===== src/rtl/cache_mem_arbiter_pkg.sv =====
// cache_mem_arbiter_pkg: shared types for the I/D-cache to main-memory arbiter.
// Optional feature macro used by the arbiter: CACHE_ARB_ROUND_ROBIN_EN.
package cache_mem_arbiter_pkg;

  // Default block (memory word) width and block-address width. The latched
  // access struct is sized from these. Instances may use narrower widths.
  localparam int CACHE_BLOCK_SIZE = 64;
  localparam int ARB_ADDR_WIDTH   = 16;

  // Arbiter control states.
  typedef enum logic [1:0] {
    IDLE = 2'd0,
    BUSY = 2'd1,
    RESP = 2'd2
  } arb_state_t;

  // Requester identity.
  typedef enum logic {
    SRC_I = 1'b0,
    SRC_D = 1'b1
  } arb_src_t;

  // Memory access captured at grant time. It drives the memory port for
  // the whole BUSY phase.
  typedef struct packed {
    logic                        we;
    logic [ARB_ADDR_WIDTH-1:0]   addr;
    logic [CACHE_BLOCK_SIZE-1:0] wdata;
  } mem_access_t;

  // Returns the requester that is not the given one.
  function automatic arb_src_t other_src(input arb_src_t s);
    return (s == SRC_I) ? SRC_D : SRC_I;
  endfunction

endpackage


===== src/rtl/cache_mem_arbiter_if.sv =====
// cache_mem_arbiter_if: cache request/ack channels plus the main-memory port.
//
// Handshake rules on every channel:
//   - A cache raises *_req with stable fields and holds them until its
//     *_ack pulse. It drops *_req in the cycle after the ack.
//   - *_ack is a one-cycle pulse. *_rdata is valid only while *_ack is high.
//   - mem_req is held with stable fields until a one-cycle mem_done pulse.
//     mem_rdata is valid only while mem_done is high.
//   - idle is high when the arbiter is parked with no request pending.
// The slave modport is the arbiter's view. The master modport is the
// environment's view: the caches and the memory.
interface cache_mem_arbiter_if
  import cache_mem_arbiter_pkg::*;
#(
  parameter int BLOCK_BITS = CACHE_BLOCK_SIZE,
  parameter int ADDR_WIDTH = ARB_ADDR_WIDTH
);

  // I-cache channel
  logic                  i_req;
  logic [ADDR_WIDTH-1:0] i_addr;
  logic                  i_ack;
  logic [BLOCK_BITS-1:0] i_rdata;

  // D-cache channel
  logic                  d_req;
  logic                  d_we;
  logic [ADDR_WIDTH-1:0] d_addr;
  logic [BLOCK_BITS-1:0] d_wdata;
  logic                  d_ack;
  logic [BLOCK_BITS-1:0] d_rdata;

  // Main-memory port
  logic                  mem_req;
  logic                  mem_we;
  logic [ADDR_WIDTH-1:0] mem_addr;
  logic [BLOCK_BITS-1:0] mem_wdata;
  logic [BLOCK_BITS-1:0] mem_rdata;
  logic                  mem_done;

  // Drain indication for the core
  logic                  idle;

  modport slave (
    input  i_req, i_addr,
    output i_ack, i_rdata,
    input  d_req, d_we, d_addr, d_wdata,
    output d_ack, d_rdata,
    output mem_req, mem_we, mem_addr, mem_wdata,
    input  mem_rdata, mem_done,
    output idle
  );

  modport master (
    output i_req, i_addr,
    input  i_ack, i_rdata,
    output d_req, d_we, d_addr, d_wdata,
    input  d_ack, d_rdata,
    input  mem_req, mem_we, mem_addr, mem_wdata,
    output mem_rdata, mem_done,
    input  idle
  );

endinterface


===== src/rtl/cache_mem_arbiter_arb_pick.sv =====
// arb_pick: two-way grant select between the I-cache and the D-cache.
// With CACHE_ARB_ROUND_ROBIN_EN defined, a tie goes to the requester that was
// not granted most recently. A "last granted" register tracks this, and it
// resets to SRC_I so that D wins the first tie.
// Without the macro, the D-cache always wins a tie and there is no state.
module arb_pick
  import cache_mem_arbiter_pkg::*;
(
  input  logic     clk,
  input  logic     rst,
  input  logic     i_req_i,
  input  logic     d_req_i,
  input  logic     grant_en_i,   // high when the arbiter is able to grant
  output logic     gnt_valid_o,
  output arb_src_t gnt_src_o
);

`ifdef CACHE_ARB_ROUND_ROBIN_EN
  arb_src_t last_q, last_d;

  // Grant select: a single requester wins outright, and a tie is resolved
  // against the last winner.
  always_comb begin
    gnt_valid_o = i_req_i | d_req_i;
    gnt_src_o   = SRC_D;
    if (i_req_i && d_req_i) begin
      gnt_src_o = other_src(last_q);
    end else if (i_req_i) begin
      gnt_src_o = SRC_I;
    end
  end

  // The pointer advances on every actual grant, contended or not.
  always_comb begin
    last_d = last_q;
    if (grant_en_i && gnt_valid_o) begin
      last_d = gnt_src_o;
    end
  end

  // Pointer register.
  always_ff @(posedge clk) begin
    if (rst) begin
      last_q <= SRC_I;
    end else begin
      last_q <= last_d;
    end
  end
`else
  // Fixed priority has no state, so the clock and reset are left unused.
  logic unused_clk_rst;
  logic unused_grant_en;
  assign unused_clk_rst  = clk ^ rst;
  assign unused_grant_en = grant_en_i;

  // Grant select: the D-cache wins every tie.
  always_comb begin
    gnt_valid_o = i_req_i | d_req_i;
    gnt_src_o   = SRC_D;
    if (i_req_i && !d_req_i) begin
      gnt_src_o = SRC_I;
    end
  end
`endif

endmodule


===== src/rtl/cache_mem_arbiter.sv =====
// cache_mem_arbiter: places I-cache and D-cache block refills and writebacks
// onto the single main-memory port.
// Sequence per access: IDLE (grant and latch) -> BUSY (hold mem_req until
// mem_done) -> RESP (one-cycle ack to the granted cache).
// The CACHE_ARB_ROUND_ROBIN_EN macro selects round-robin tie breaking inside
// arb_pick. The default build uses fixed D-over-I priority.
// Every output except idle is driven from a register.
module cache_mem_arbiter
  import cache_mem_arbiter_pkg::*;
#(
  parameter int BLOCK_BITS = CACHE_BLOCK_SIZE,  // at most CACHE_BLOCK_SIZE
  parameter int ADDR_WIDTH = ARB_ADDR_WIDTH     // at most ARB_ADDR_WIDTH
)(
  input  logic                clk,
  input  logic                rst,
  cache_mem_arbiter_if.slave  bus,
  output arb_state_t          state_o       // FSM state for debug and checkers
);

  arb_state_t            state_q,   state_d;
  arb_src_t              src_q,     src_d;
  mem_access_t           acc_q,     acc_d;
  logic                  mem_req_q, mem_req_d;
  logic                  i_ack_q,   i_ack_d;
  logic                  d_ack_q,   d_ack_d;
  logic [BLOCK_BITS-1:0] i_rdata_q, i_rdata_d;
  logic [BLOCK_BITS-1:0] d_rdata_q, d_rdata_d;

  logic                  grant_en;
  logic                  gnt_valid;
  arb_src_t              gnt_src;

  arb_pick u_pick (
    .clk         (clk),
    .rst         (rst),
    .i_req_i     (bus.i_req),
    .d_req_i     (bus.d_req),
    .grant_en_i  (grant_en),
    .gnt_valid_o (gnt_valid),
    .gnt_src_o   (gnt_src)
  );

  // Next-state and register-input logic for the arbiter FSM.
  always_comb begin
    state_d   = state_q;
    src_d     = src_q;
    acc_d     = acc_q;
    mem_req_d = mem_req_q;
    i_ack_d   = 1'b0;
    d_ack_d   = 1'b0;
    i_rdata_d = i_rdata_q;
    d_rdata_d = d_rdata_q;
    grant_en  = 1'b0;

    case (state_q)
      IDLE: begin
        grant_en = 1'b1;
        if (gnt_valid) begin
          state_d   = BUSY;
          src_d     = gnt_src;
          mem_req_d = 1'b1;
          if (gnt_src == SRC_D) begin
            acc_d.we    = bus.d_we;
            acc_d.addr  = ARB_ADDR_WIDTH'(bus.d_addr);
            acc_d.wdata = CACHE_BLOCK_SIZE'(bus.d_wdata);
          end else begin
            // The I-cache only reads. Zero the write fields so the
            // memory port does not carry stale writeback data.
            acc_d.we    = 1'b0;
            acc_d.addr  = ARB_ADDR_WIDTH'(bus.i_addr);
            acc_d.wdata = '0;
          end
        end
      end

      BUSY: begin
        // The latched access stays on the port until memory completes.
        // Requests that arrive in the meantime wait in IDLE.
        if (bus.mem_done) begin
          state_d   = RESP;
          mem_req_d = 1'b0;
          if (src_q == SRC_I) begin
            i_ack_d   = 1'b1;
            i_rdata_d = bus.mem_rdata;
          end else begin
            d_ack_d = 1'b1;
            if (!acc_q.we) begin
              d_rdata_d = bus.mem_rdata;
            end
          end
        end
      end

      RESP: begin
        // The ack registers carry the one-cycle pulse during this state.
        state_d = IDLE;
      end

      default: begin
        state_d   = IDLE;
        mem_req_d = 1'b0;
      end
    endcase
  end

  // State and output registers. A reset aborts any access in flight and
  // does not issue an ack.
  always_ff @(posedge clk) begin
    if (rst) begin
      state_q   <= IDLE;
      src_q     <= SRC_I;
      acc_q     <= '0;
      mem_req_q <= 1'b0;
      i_ack_q   <= 1'b0;
      d_ack_q   <= 1'b0;
      i_rdata_q <= '0;
      d_rdata_q <= '0;
    end else begin
      state_q   <= state_d;
      src_q     <= src_d;
      acc_q     <= acc_d;
      mem_req_q <= mem_req_d;
      i_ack_q   <= i_ack_d;
      d_ack_q   <= d_ack_d;
      i_rdata_q <= i_rdata_d;
      d_rdata_q <= d_rdata_d;
    end
  end

  assign bus.mem_req   = mem_req_q;
  assign bus.mem_we    = acc_q.we;
  assign bus.mem_addr  = ADDR_WIDTH'(acc_q.addr);
  assign bus.mem_wdata = BLOCK_BITS'(acc_q.wdata);
  assign bus.i_ack     = i_ack_q;
  assign bus.i_rdata   = i_rdata_q;
  assign bus.d_ack     = d_ack_q;
  assign bus.d_rdata   = d_rdata_q;

  // idle is combinational so the core sees a fresh request at once.
  assign bus.idle = (state_q == IDLE) & ~bus.i_req & ~bus.d_req;

  assign state_o = state_q;

endmodule

===== src/flat_wrapper.sv =====
// flat-port wrapper written by rule: the top's interface ports become plain ports
module cache_mem_arbiter_flat import cache_mem_arbiter_pkg::*;
#(
  parameter int BLOCK_BITS = CACHE_BLOCK_SIZE,                             
  parameter int ADDR_WIDTH = ARB_ADDR_WIDTH                              
)
  (clk, rst, state_o, bus_i_req, bus_i_addr, bus_i_ack, bus_i_rdata, bus_d_req, bus_d_we, bus_d_addr, bus_d_wdata, bus_d_ack, bus_d_rdata, bus_mem_req, bus_mem_we, bus_mem_addr, bus_mem_wdata, bus_mem_rdata, bus_mem_done, bus_idle);
  cache_mem_arbiter_if #(.BLOCK_BITS(BLOCK_BITS), .ADDR_WIDTH(ADDR_WIDTH)) bus_i ();
  input  logic clk;
  input  logic rst;
  output arb_state_t state_o;
  input wire logic [$bits(bus_i.i_req)-1:0] bus_i_req;
  input wire logic [$bits(bus_i.i_addr)-1:0] bus_i_addr;
  output wire logic [$bits(bus_i.i_ack)-1:0] bus_i_ack;
  output wire logic [$bits(bus_i.i_rdata)-1:0] bus_i_rdata;
  input wire logic [$bits(bus_i.d_req)-1:0] bus_d_req;
  input wire logic [$bits(bus_i.d_we)-1:0] bus_d_we;
  input wire logic [$bits(bus_i.d_addr)-1:0] bus_d_addr;
  input wire logic [$bits(bus_i.d_wdata)-1:0] bus_d_wdata;
  output wire logic [$bits(bus_i.d_ack)-1:0] bus_d_ack;
  output wire logic [$bits(bus_i.d_rdata)-1:0] bus_d_rdata;
  output wire logic [$bits(bus_i.mem_req)-1:0] bus_mem_req;
  output wire logic [$bits(bus_i.mem_we)-1:0] bus_mem_we;
  output wire logic [$bits(bus_i.mem_addr)-1:0] bus_mem_addr;
  output wire logic [$bits(bus_i.mem_wdata)-1:0] bus_mem_wdata;
  input wire logic [$bits(bus_i.mem_rdata)-1:0] bus_mem_rdata;
  input wire logic [$bits(bus_i.mem_done)-1:0] bus_mem_done;
  output wire logic [$bits(bus_i.idle)-1:0] bus_idle;
  assign bus_i.i_req = bus_i_req;
  assign bus_i.i_addr = bus_i_addr;
  assign bus_i_ack = bus_i.i_ack;
  assign bus_i_rdata = bus_i.i_rdata;
  assign bus_i.d_req = bus_d_req;
  assign bus_i.d_we = bus_d_we;
  assign bus_i.d_addr = bus_d_addr;
  assign bus_i.d_wdata = bus_d_wdata;
  assign bus_d_ack = bus_i.d_ack;
  assign bus_d_rdata = bus_i.d_rdata;
  assign bus_mem_req = bus_i.mem_req;
  assign bus_mem_we = bus_i.mem_we;
  assign bus_mem_addr = bus_i.mem_addr;
  assign bus_mem_wdata = bus_i.mem_wdata;
  assign bus_i.mem_rdata = bus_mem_rdata;
  assign bus_i.mem_done = bus_mem_done;
  assign bus_idle = bus_i.idle;
  cache_mem_arbiter #(.BLOCK_BITS(BLOCK_BITS), .ADDR_WIDTH(ADDR_WIDTH)) u_core (.clk(clk), .rst(rst), .bus(bus_i), .state_o(state_o));
endmodule

===== config.mk =====
export PLATFORM = sky130hd
export DESIGN_NAME = cache_mem_arbiter_flat
export DESIGN_NICKNAME = d
export VERILOG_FILES = /design/src/rtl/cache_mem_arbiter_pkg.sv /design/src/rtl/cache_mem_arbiter_if.sv /design/src/rtl/cache_mem_arbiter_arb_pick.sv /design/src/rtl/cache_mem_arbiter.sv /design/src/flat_wrapper.sv
export SDC_FILE = /design/constraint.sdc
export NUM_CORES = 1
export LEC_CHECK = 0
export CORE_ASPECT_RATIO = 0.6
export CORE_MARGIN = 3
export CORE_UTILIZATION = 45
export DETAILED_ROUTE_END_ITERATION = 8
export PLACE_DENSITY_LB_ADDON = 0.3
export SLEW_MARGIN = 20
export SYNTH_ARGS = -nofsm -noshare
export SYNTH_HDL_FRONTEND = slang
export SYNTH_SLANG_ARGS = --single-unit

===== constraint.sdc =====
create_clock -name clk -period 2.5 [get_ports clk]
set_input_delay 0.5 -clock clk [delete_from_list [all_inputs] [get_ports clk]]
set_output_delay 0.5 -clock clk [all_outputs]
set_load 0.01 [all_outputs]

Word level (Yosys, flattened, before mapping)
Index checks and enable logic that the tools add are counted.
- reduce and logical (&&, ||, !) cells: 9
- bitwise logic cells: 10
- equality and inequality tests: 4
- muxes and demuxes: 10
- operators with widths (operator ; number):
    $mux W81 ; 1
    $not A1 Y1 ; 7
    $reduce_and A3 Y1 ; 2
    $mux W1 ; 5
    $mux W2 ; 2
    $pmux W2 S2 ; 1
    $reduce_and A2 Y1 ; 2
    $reduce_and A4 Y1 ; 1
    $pmux W1 S3 ; 1
    $reduce_or A3 Y1 ; 1
    $and A1 B1 Y1 ; 2
    $eq A2 B1 Y1 const B ; 1
    $eq A2 B2 Y1 const B ; 1
    $logic_not A2 Y1 ; 1
    $ne A2 B1 Y1 const B ; 1
    $ne A2 B2 Y1 const B ; 1
    $logic_and A1 B1 Y1 ; 1
    $logic_not A1 Y1 ; 1
    $or A1 B1 Y1 ; 1
- bits of input ports: 166
- register bits: 215

Depth between registers and ports, before layout
Gate-level depths: netlist of the first run.
- word-level depth: 3
- gate-level depth with buffers: 5
- gate-level depth less buffers: 3

Modules after synthesis
From an unflattened synthesis of the first run, not the netlist that was laid out.
- cell total of the unflattened synthesis: 945
- area total of the unflattened synthesis: 8309.2 um2
- by module, submodules not included (module ; seq. area each (um2) ; times used ; cells an instance ; area an instance (um2)):
    cache_mem_arbiter ; 4304.1 ; 1 ; 943 ; 8296.7
    arb_pick ; 0.0 ; 1 ; 2 ; 12.5

Least setup slack after synthesis of the first run
Ideal clock, no wire load.
- path kind: input -> output
- start point: input port bus_d_req
- end point: output port bus_idle
- required time: 2.000 ns
- path buffers: 2
- path slack: 0.703 ns
- arrival time: 1.297 ns
- stages on the path: 4
- cell sequence: or2_2 -> clkbuf_1 -> buf_2 -> nor2_1
- word-level cells in the longest chain between the ends: 2
- ends and longest elaborated chain (item ; line ; source):
    from (decl) ; flat_wrapper.sv:16 ; input wire logic [$bits(bus_i.d_req)-1:0] bus_d_req;
    $not A1 Y1 ; cache_mem_arbiter.sv:140 ; assign bus.idle = (state_q == IDLE) & ~bus.i_req & ~bus.d_req;
    $and A1 B1 Y1 ; cache_mem_arbiter.sv:140 ;
    to (decl) ; flat_wrapper.sv:28 ; output wire logic [$bits(bus_i.idle)-1:0] bus_idle;
Every way passes these cells.

Worst setup path in the final report of the first run
- start point: register u_core.state_q[0] (netlist: u_core.state_o[0])
- end point: output port bus_idle
- word-level cells in the longest chain between the ends: 3
- ends and longest elaborated chain (item ; line ; source):
    from (decl) ; cache_mem_arbiter.sv:20 ; arb_state_t state_q, state_d;
    from (signal assigned) ; cache_mem_arbiter.sv:119 ; state_q <= state_d;
    $logic_not A2 Y1 ; cache_mem_arbiter.sv:140 ;
    $and A1 B1 Y1 (2 in a row) ; cache_mem_arbiter.sv:140 ;
Every way passes these cells.

==> results of run 1 <==
[cells by family after synthesis]
family	synth area share
flops	0.518
buf+inv	0.0432
compound gates	0.144
simple gates	0.198
mux	0.0964
[Yosys cell counts]
cell type,instances
or3b_1,1
nor2_1,5
dfxtp_1,215
and2_1,1
nor3b_1,2
or3b_2,1
nor2b_1,1
nand4bb_1,1
nand3b_1,1
nor4bb_1,1
a211oi_1,16
or2_1,1
or2_2,1
o21ai_0,59
nor2_2,1
buf_4,5
clkbuf_1,43
o21ai_1,8
buf_1,10
nand2b_1,128
nand2_1,196
mux2i_1,80
buf_2,20
a21oi_1,148
buf_6,2
[report_power, final]
| part | leakage (nW) | switching [mW] | internal (mW) |
|---|---|---|---|
| Clock | 0.358 | 1.30 | 1.93 |
| Sequential | 1.75 | 0.0839 | 3.59 |
| Combinational | 2.60 | 0.576 | 0.702 |
[path summary, 6_finish.rpt]
| kind | start | end | slack, ps | cells after the start |
|---|---|---|---|---|
| worst max-delay path | u_core.state_o[0] | bus_idle | 90 | 3 |
| worst min-delay path | rst | u_core.bus.i_rdata[1] | 440 | 2 |
| worst max register to register | u_core.state_o[0] | u_core.bus.mem_addr[0] | 580 | 5 |
| worst min register to register | u_core.bus.i_rdata[6] | u_core.bus.i_rdata[6] | 450 | 2 |
[worst reg2reg max path: cells and delay by family (launching register included)]
kind	cells	cell delay [ps]
compound gates	1	230
buf+inv	2	730
flops	1	560
simple gates	2	300
[sequential cells by signal, indices dropped and copies added, names as in the netlist]
name	cells
u_core.bus.d_rdata	64
u_core.bus.i_rdata	64
u_core.bus.mem_wdata	64
u_core.bus.mem_addr	16
u_core.state_o	2
u_core.bus.d_ack	1
u_core.bus.i_ack	1
u_core.bus.mem_req	1
u_core.bus.mem_we	1
u_core.src_q	1
[per-stage QoR]
| stage | hold WS, ps | instance area [um2] | setup slack (ps) | power (mW) | util |
|---|---|---|---|---|---|
| finish | 444 | 13000 | 90.8 | 8.18 | 0.742 |
| global route | 459 | 13000 | 14.0 | 8.50 | 0.742 |
| CTS | 431 | 13000 | 65.9 | 8.25 | 0.742 |
| detailed placement | 447 | 12300 | 153 | 5.03 | 0.701 |
| global placement | 441 | 12300 | 160 | 5.00 | 0.701 |
| floorplan | 481 | 8310 | 703 | 4.27 | - |
[metal layers]
| layer | part of all wire | routed length (um) | vias up |
|---|---|---|---|
| met2 | 0.50 | 13400 | 266 |
| met5 | 0 | 0 | - |
| li1 | - | - | 3829 |
| met4 | 0.023 | 605 | 0 |
| met3 | 0.076 | 2030 | 40 |
| met1 | 0.40 | 10600 | 3642 |
[final cells by class]
class	count	area [um2]
timing repair buffer	399	4050
fill	1306	4540
multi-input combinational	652	3700
clock inverter	12	139
tap	234	293
clock buffer	24	567
sequential	215	4300
==> reports/metrics.yaml, run 1 <==
status: "finished, final reports clean"
routed_wl_mm: 26.7
arrival_ps: 1910
drive_above_1_share: 0.0515
cpPeakStageDelay_ps: 540
cp.required_ps: 2000
dp.cells: 1500
rows: 37
grt_first_pass_wirelength_mm: 41.9
cap_viol_max_count: 0
synth_top_cell_by_area: "dfxtp_1"
leakage_nw: 4.71
clk_root_buffer_cell: "clkbuf_16"
clock.fmax_ghz: 0.415
hold_viol: 0
finalSetupTns_ps: 0
setup_viol: 0
postSynthAreaPerCell_um2: 8.77
stdcell_count: 1536
dp_hpwl_mm: 18.7
synth.top_cell.area_share: 0.518
drtAntennaViolNets: 0
start_util: 0.472
met3_usage: 0.0728
vias: 7777
crit_family: "buffers and inverters"
postCtsSetupBuffers: 0
timing.final.crit_share: 0.964
path_cells: "or2_2 > nor2_1 > clkdlybuf4s50_1"
critical_path_class: "reg -> out"
grt_max_degree: 71
layout_common_cells: "clkdlybuf4s50_1, dfxtp_1, nand2_1"
drc: 0
synth_cell_types: 25
yosys-top-cells-area: "dfxtp_1, mux2i_1, nand2b_1, a21oi_1, nand2_1"
grt_overflow: 0
synth_cells: 947
n_antenna_cell: 0
die_area_um2: 20200
worst_pin_slew_ps: 760
ir_drop_mv: 0.475
cp_slowest_cell: "clkdlybuf4s50_1"
busiest_layer: "met2"
area_growth_pct: 57.1
end_kind: "output port"
place.gp.congestion: 0.818
clock_latency_ps: 480
coreArea_um2: 17600
syn-num-nets: 1113
seq_area_frac_synth: 0.518
p_per_area_nw_per_um2: 627
grtUsageMet2: 0.451
relSlewSlack: 0.493
synth_seq_cells: 215
cts-htree-levels: 1
post-route-min-period_ps: 2410
port_buffers: 380
track_usage: 0.251
final_common_cell: "clkdlybuf4s50_1"
cts_made_buffers: 20
die_x_um: 181
drv_slew: 0
grt_pass1_vias: 7732
cp-start-kind: "register"
fin_nets: 1454
clockBufferDepth: 3
clkSlewWorstSetupHoldPaths_ps: 60
hold_class: "in -> reg"
cp_num_buf_inv: 1
chipHeight_um: 111
cts_sinks: 215
io_pins: 381
vias_per_cell: 5.06
cts_hold_buf: 0
cts_resized: 0
yosysWarnings: 0
syn_area_um2: 8310
antenna_found_initial: 0
crit_fanout: 9
cts_tree: "built"
rsz0062_at_grt: "no"
finClkSkew_ps: 6.05
first_pass_iters: 5
drt_first_iter_violations: 452
wire_per_inst_um: 17.4
grtUsageMet1: 0.295
(Power assumes the default switching activity.)
==> inputs of run 2 (changes only) <==
Settings changed: CAP_MARGIN set to 30, PLACE_DENSITY set to 0.89, PLACE_DENSITY_LB_ADDON 0.3 to unset, REMOVE_ABC_BUFFERS set to 1.
==> run 2 against run 1 <==
Compared with the run above:
- via count up 1.2%
- fmax up 18%
- clock skew up 3.9 ps
- critical path type is now in -> out
- largest cell class unchanged
==> reports/metrics.yaml, run 2 (same netlist as run 1, synthesis figures left out) <==
clkSlewWorstSetupHoldPaths_ps: 60  # about the same
relSlewSlack: 0.573  # +0.0800
area_growth_pct: 57.0  # about the same
clk_root_buffer_cell: "clkbuf_16"
dp_hpwl_mm: 18.9  # +0.81%
setup_ws_ps: 456  # +365 ps
clockBufferDepth: 3  # unchanged
io_pins: 381  # unchanged
fin_nets: 1455  # +0.069%
final_common_cell: "clkdlybuf4s50_1"
p_per_area_nw_per_um2: 634  # +1.3%
holdWs_ps: 352  # -91.9 ps
layout_common_cells: "clkdlybuf4s50_1, dfxtp_1, nand2_1"
cts_tree: "built"
cp_slowest_cell: "clkdlybuf4s50_1"
setup_viol: 0  # unchanged
timing.final.crit_share: 0.818  # -0.146
end_kind: "output port"
ir_drop_mv: 0.483  # +1.7%
first_pass_iters: 4  # -1
drt_first_iter_violations: 499  # +10%
rows: 37  # unchanged
grt_overflow: 0  # unchanged
coreArea_um2: 17600  # unchanged
final_util: 0.742  # about the same
cp.required_ps: 2000  # about the same
path_cells: "clkdlybuf4s50_1 > or2_2 > nor2_1 > dlymetal6s2s_1"
port_buffers: 380  # unchanged
arrival_ps: 1540  # -370 ps
finalSetupTns_ps: 0  # unchanged
cts_sinks: 215  # unchanged
leakage_nw: 4.71  # about the same
drv_slew: 0  # unchanged
dpl_worst_slack_ps: 51.4  # -102 ps
dr_wl_met2_mm: 13.2  # -1.8%
grt_max_degree: 90  # +27%
clock_latency_ps: 480  # about the same
cpPeakStageDelay_ps: 430  # -110 ps
crit_fanout: 2  # -7
drtAntennaViolNets: 0  # unchanged
cts-htree-levels: 1  # unchanged
vias: 7871  # +1.2%
start_util: 0.472  # unchanged
chipHeight_um: 111  # unchanged
place.gp.congestion: 0.808  # -1.2%
top_layer: "met5"
cp-start-kind: "input port"
n_antenna_cell: 0  # unchanged
drive_above_1_share: 0.0476  # -0.00384
die_x_um: 181  # unchanged
wl_met3_mm: 2.31  # +13%
grt_first_pass_wirelength_mm: 41.7  # -0.46%
worst_pin_slew_ps: 640  # -120 ps
grt_pass1_vias: 7698  # -0.44%
wl_met1_mm: 10.8  # +1.5%
die_area_um2: 20200  # unchanged
antenna_found_initial: 1  # +1
critical_path_class: "in -> out"
hold_viol: 0  # unchanged
rsz0062_at_grt: "no"
track_usage: 0.252  # +0.000295
post-route-min-period_ps: 2040  # -365 ps
finClkSkew_ps: 9.95  # +3.90 ps
vias_per_cell: 5.12  # +1.2%
cap_viol_max_count: 0  # unchanged
routed_wl_mm: 27.1  # +1.5%
status: "finished, final reports clean"
hold_class: "in -> reg"
wire_per_inst_um: 17.6  # +1.5%
cts_made_buffers: 21  # +5.0%
drc: 0  # unchanged
clock.fmax_ghz: 0.489  # +18%
cts_hold_buf: 0  # unchanged
-- run 2: final timing paths --
check                                           start                      to  slack [ps]  depth (start not counted)
worst min-delay path                              rst  u_core.bus.i_rdata[17]         350                          2
worst max-delay path                        bus_i_req                bus_idle         460                          4
worst min register to register  u_core.bus.i_rdata[2]   u_core.bus.i_rdata[2]         450                          2
worst max register to register      u_core.state_o[1]  u_core.bus.mem_addr[8]         550                          4
-- run 2: repair_timing --
action                                  in CTS  in global routing
pin swaps                                    0                  0
cloned                                       0                  0
endpoints found under the setup margin       1                  1
resized for setup                            1                  2
buffers inserted                             0                  0
-- run 2: final cells by class --
cell class                      instances  area [um2]
Clock buffer                           29         576
Clock inverter                          7         138
Fill cell                            1229        4550
Multi-Input combinational cell        652        3700
Sequential cell                       215        4310
Tap cell                              234         293
Timing Repair Buffer                  399        4040
-- run 2: through the flow --
stage               power (mW)  cells  cell area, um2
global route              8.57   1536           13000
CTS                       8.33   1536           13000
global placement          4.99   1500           12300
floorplan                 4.20    867            7950
detailed placement        5.02   1500           12300
finish                    8.28   1536           13000
-- run 2: power breakdown --
| part | leakage [nW] | internal [mW] | switching, mW | total [mW] |
|---|---|---|---|---|
| registers | 1.75 | 3.59 | 0.0906 | 3.68 |
| clock network | 0.345 | 2.02 | 1.30 | 3.32 |
| logic | 2.61 | 0.699 | 0.577 | 1.28 |
-- run 2: routing by layer --
| layer | global-route usage | up-vias |
|---|---|---|
| met4 | 0.0695 | 2 |
| met5 | 0 | - |
| li1 | - | 3831 |
| met2 | 0.433 | 298 |
| met3 | 0.0830 | 53 |
| met1 | 0.302 | 3687 |
-- run 2: critical path: cells and delay by family --
| family | cells | cell delay (ps) |
|---|---|---|
| buf+inv | 2 | 610 |
| simple gates | 2 | 430 |
==> inputs of run 3 (changes only) <==
Settings changed: CORE_UTILIZATION 45 to 38, PLACE_DENSITY 0.89 to 0.8.
Clock period 2.5 ns to 1.7 ns, I/O delays scaled along.
==> run 3 against run 2 <==
Compared with the run above:
- design area fell by 0.48%
- critical endpoint is now bus_i_ack
- register-to-register slack got worse by 440 ps
- combinational power rose by 39%
==> reports/metrics.yaml, run 3 (same netlist as run 1, synthesis figures left out) <==
combPwrFrac: 0.153  # about the same
cp-start-kind: "register"
swShare: 0.249  # +0.0109
wire_per_inst_um: 17.0  # -3.6%
worst_pin_slew_ps: 647  # +7.00 ps
setup_ws_ps: 45.5  # -410 ps
clockBufferDepth: 3  # unchanged
status: "finished, final reports clean"
finClkSkew_ps: 9.35  # -0.598 ps
cts_sinks: 215  # unchanged
area_growth_pct: 56.3
cp_slowest_cell: "clkdlybuf4s50_1"
holdWs_ps: 179  # -173 ps
arrival_ps: 1310  # -230 ps
clock_latency_ps: 490  # about the same
die_x_um: 197  # +8.5%
port_buffers: 380  # unchanged
relSlewSlack: 0.568  # -0.00467
clk_root_buffer_cell: "clkbuf_16"
track_usage: 0.214  # -0.0377
place.gp.congestion: 0.785  # -2.9%
fillers: 1857  # +51%
cp_num_buf_inv: 1  # -1
hold_viol: 0  # unchanged
grtUsageMet2: 0.360  # -0.0734
dp_hpwl_mm: 19.7  # +4.0%
grt_first_pass_wirelength_mm: 41.2  # -1.3%
layout_common_cells: "dfxtp_1, dlygate4sd2_1, nand2_1"
grt_overflow: 0  # unchanged
placed_cell_area_um2: 12600  # +2.0%
cts_tree: "built"
p_clk_frac: 0.382  # -0.020
routed_wl_mm: 27.2  # +0.49%
grtUsageMet1: 0.265  # -0.0367
drt_first_iter_violations: 370  # -26%
chipHeight_um: 121  # +8.3%
cp.required_ps: 1360  # -640 ps
end_kind: "output port"
cpPeakStageDelay_ps: 530  # +100 ps
cap_viol_max_count: 0  # unchanged
fin_nets: 1473  # +1.2%
p_int_mw: 8.70  # +38%
setup_viol: 0  # unchanged
dpl_worst_slack_ps: -451  # -502 ps
cts-htree-levels: 1  # unchanged
drc: 0  # unchanged
p_per_area_nw_per_um2: 892  # +41%
path_cells: "clkdlybuf4s50_1"
ir_drop_mv: 0.628  # +30%
final_common_cell: "dfxtp_1"
grt_pass1_vias: 7613  # -1.1%
hold_class: "in -> reg"
sequentialPowerShare: 0.465  # +0.021
start_util: 0.391  # -0.0811
io_pins: 381  # unchanged
p_sw_mw: 2.88  # +46%
fin_area_um2: 13000  # -0.48%
crit_fanout: 1  # -1
rows: 41  # +11%
busiest_layer: "met2"
coreArea_um2: 21200  # +21%
clock.fmax_ghz: 0.604
final_util: 0.611  # -0.130
antenna_found_initial: 1  # unchanged
die_area_um2: 23700  # +18%
cts_made_buffers: 21  # unchanged
rsz0062_at_grt: "yes"
clkSlewWorstSetupHoldPaths_ps: 70  # about the same
crit_family: "buffers and inverters"
vias_per_cell: 4.90  # -4.3%
drtAntennaViolNets: 0  # unchanged
vias: 7851  # -0.25%
first_pass_iters: 5  # +1
drv_slew: 0  # unchanged
met3_usage: 0.0705  # -0.0125
drive_above_1_share: 0.0606  # +0.0129
grt_max_degree: 90  # unchanged
timing.final.crit_share: 0.973
leakage_nw: 5.71  # +21%
postCtsSetupBuffers: 0  # unchanged
critical_path_class: "reg -> out"
post-route-min-period_ps: 1650
==> run 3: area by class of cell <==
cell class,count,area (um2),area share
clock buffers,33,621,0.0478
flip-flops and latches,215,4300,0.332
clock inverters,4,28.8,0.00222
well taps,279,349,0.0269
diodes,1,2.50,0.000193
repair buffers,417,3970,0.306
multi-input cells,652,3710,0.286
==> run 3: timing repair <==
item                                   4_1_cts  5_1_grt
hold buffers                                 0        0
resized for setup                          220        2
cloned                                       0        1
setup endpoints to repair                  214       13
pin swaps                                    1        2
endpoints found under the hold margin        0        0
==> run 3: power groups by stage <==
stage	Clock, mW	Combinational, mW	Sequential (mW)
detailed placement	0	1.93	5.50
floorplan	0	0.569	5.61
CTS	4.54	1.78	5.38
finish	4.42	1.78	5.38
global route	4.74	1.93	5.41
global placement	0	1.90	5.49
==> run 3: metal layers <==
layer	share of wire	wire length, um
met1	0.42	11600
met2	0.47	12700
met3	0.083	2270
met4	0.025	690
met5	0	0
==> run 3: stage by stage <==
step                setup TNS [ps]  total power, mW  instances
floorplan                  -591450             6.18        867
global placement            -24580             7.39       1562
detailed placement          -31090             7.43       1562
CTS                              0             11.7       1599
global route                 -13.6             12.1       1601
finish                           0             11.6       1601
==> run 3: worst register-to-register path, stage by stage (launching register included) <==
cell and delay, ps:
dfxtp_1 310, buf_4 160, nand3b_1 210, or3b_1 450
buf_12 190, mux2i_1 160
==> run 3: worst paths after layout <==
kind                                             start                     end  slack (ps)  cells after the start
worst max register to register       u_core.state_o[1]  u_core.bus.d_rdata[57]         110                      5
worst min-delay path                               rst  u_core.bus.i_rdata[24]         180                      2
worst max-delay path                  u_core.bus.i_ack               bus_i_ack          50                      1
worst min register to register  u_core.bus.i_rdata[41]  u_core.bus.i_rdata[41]         450                      2
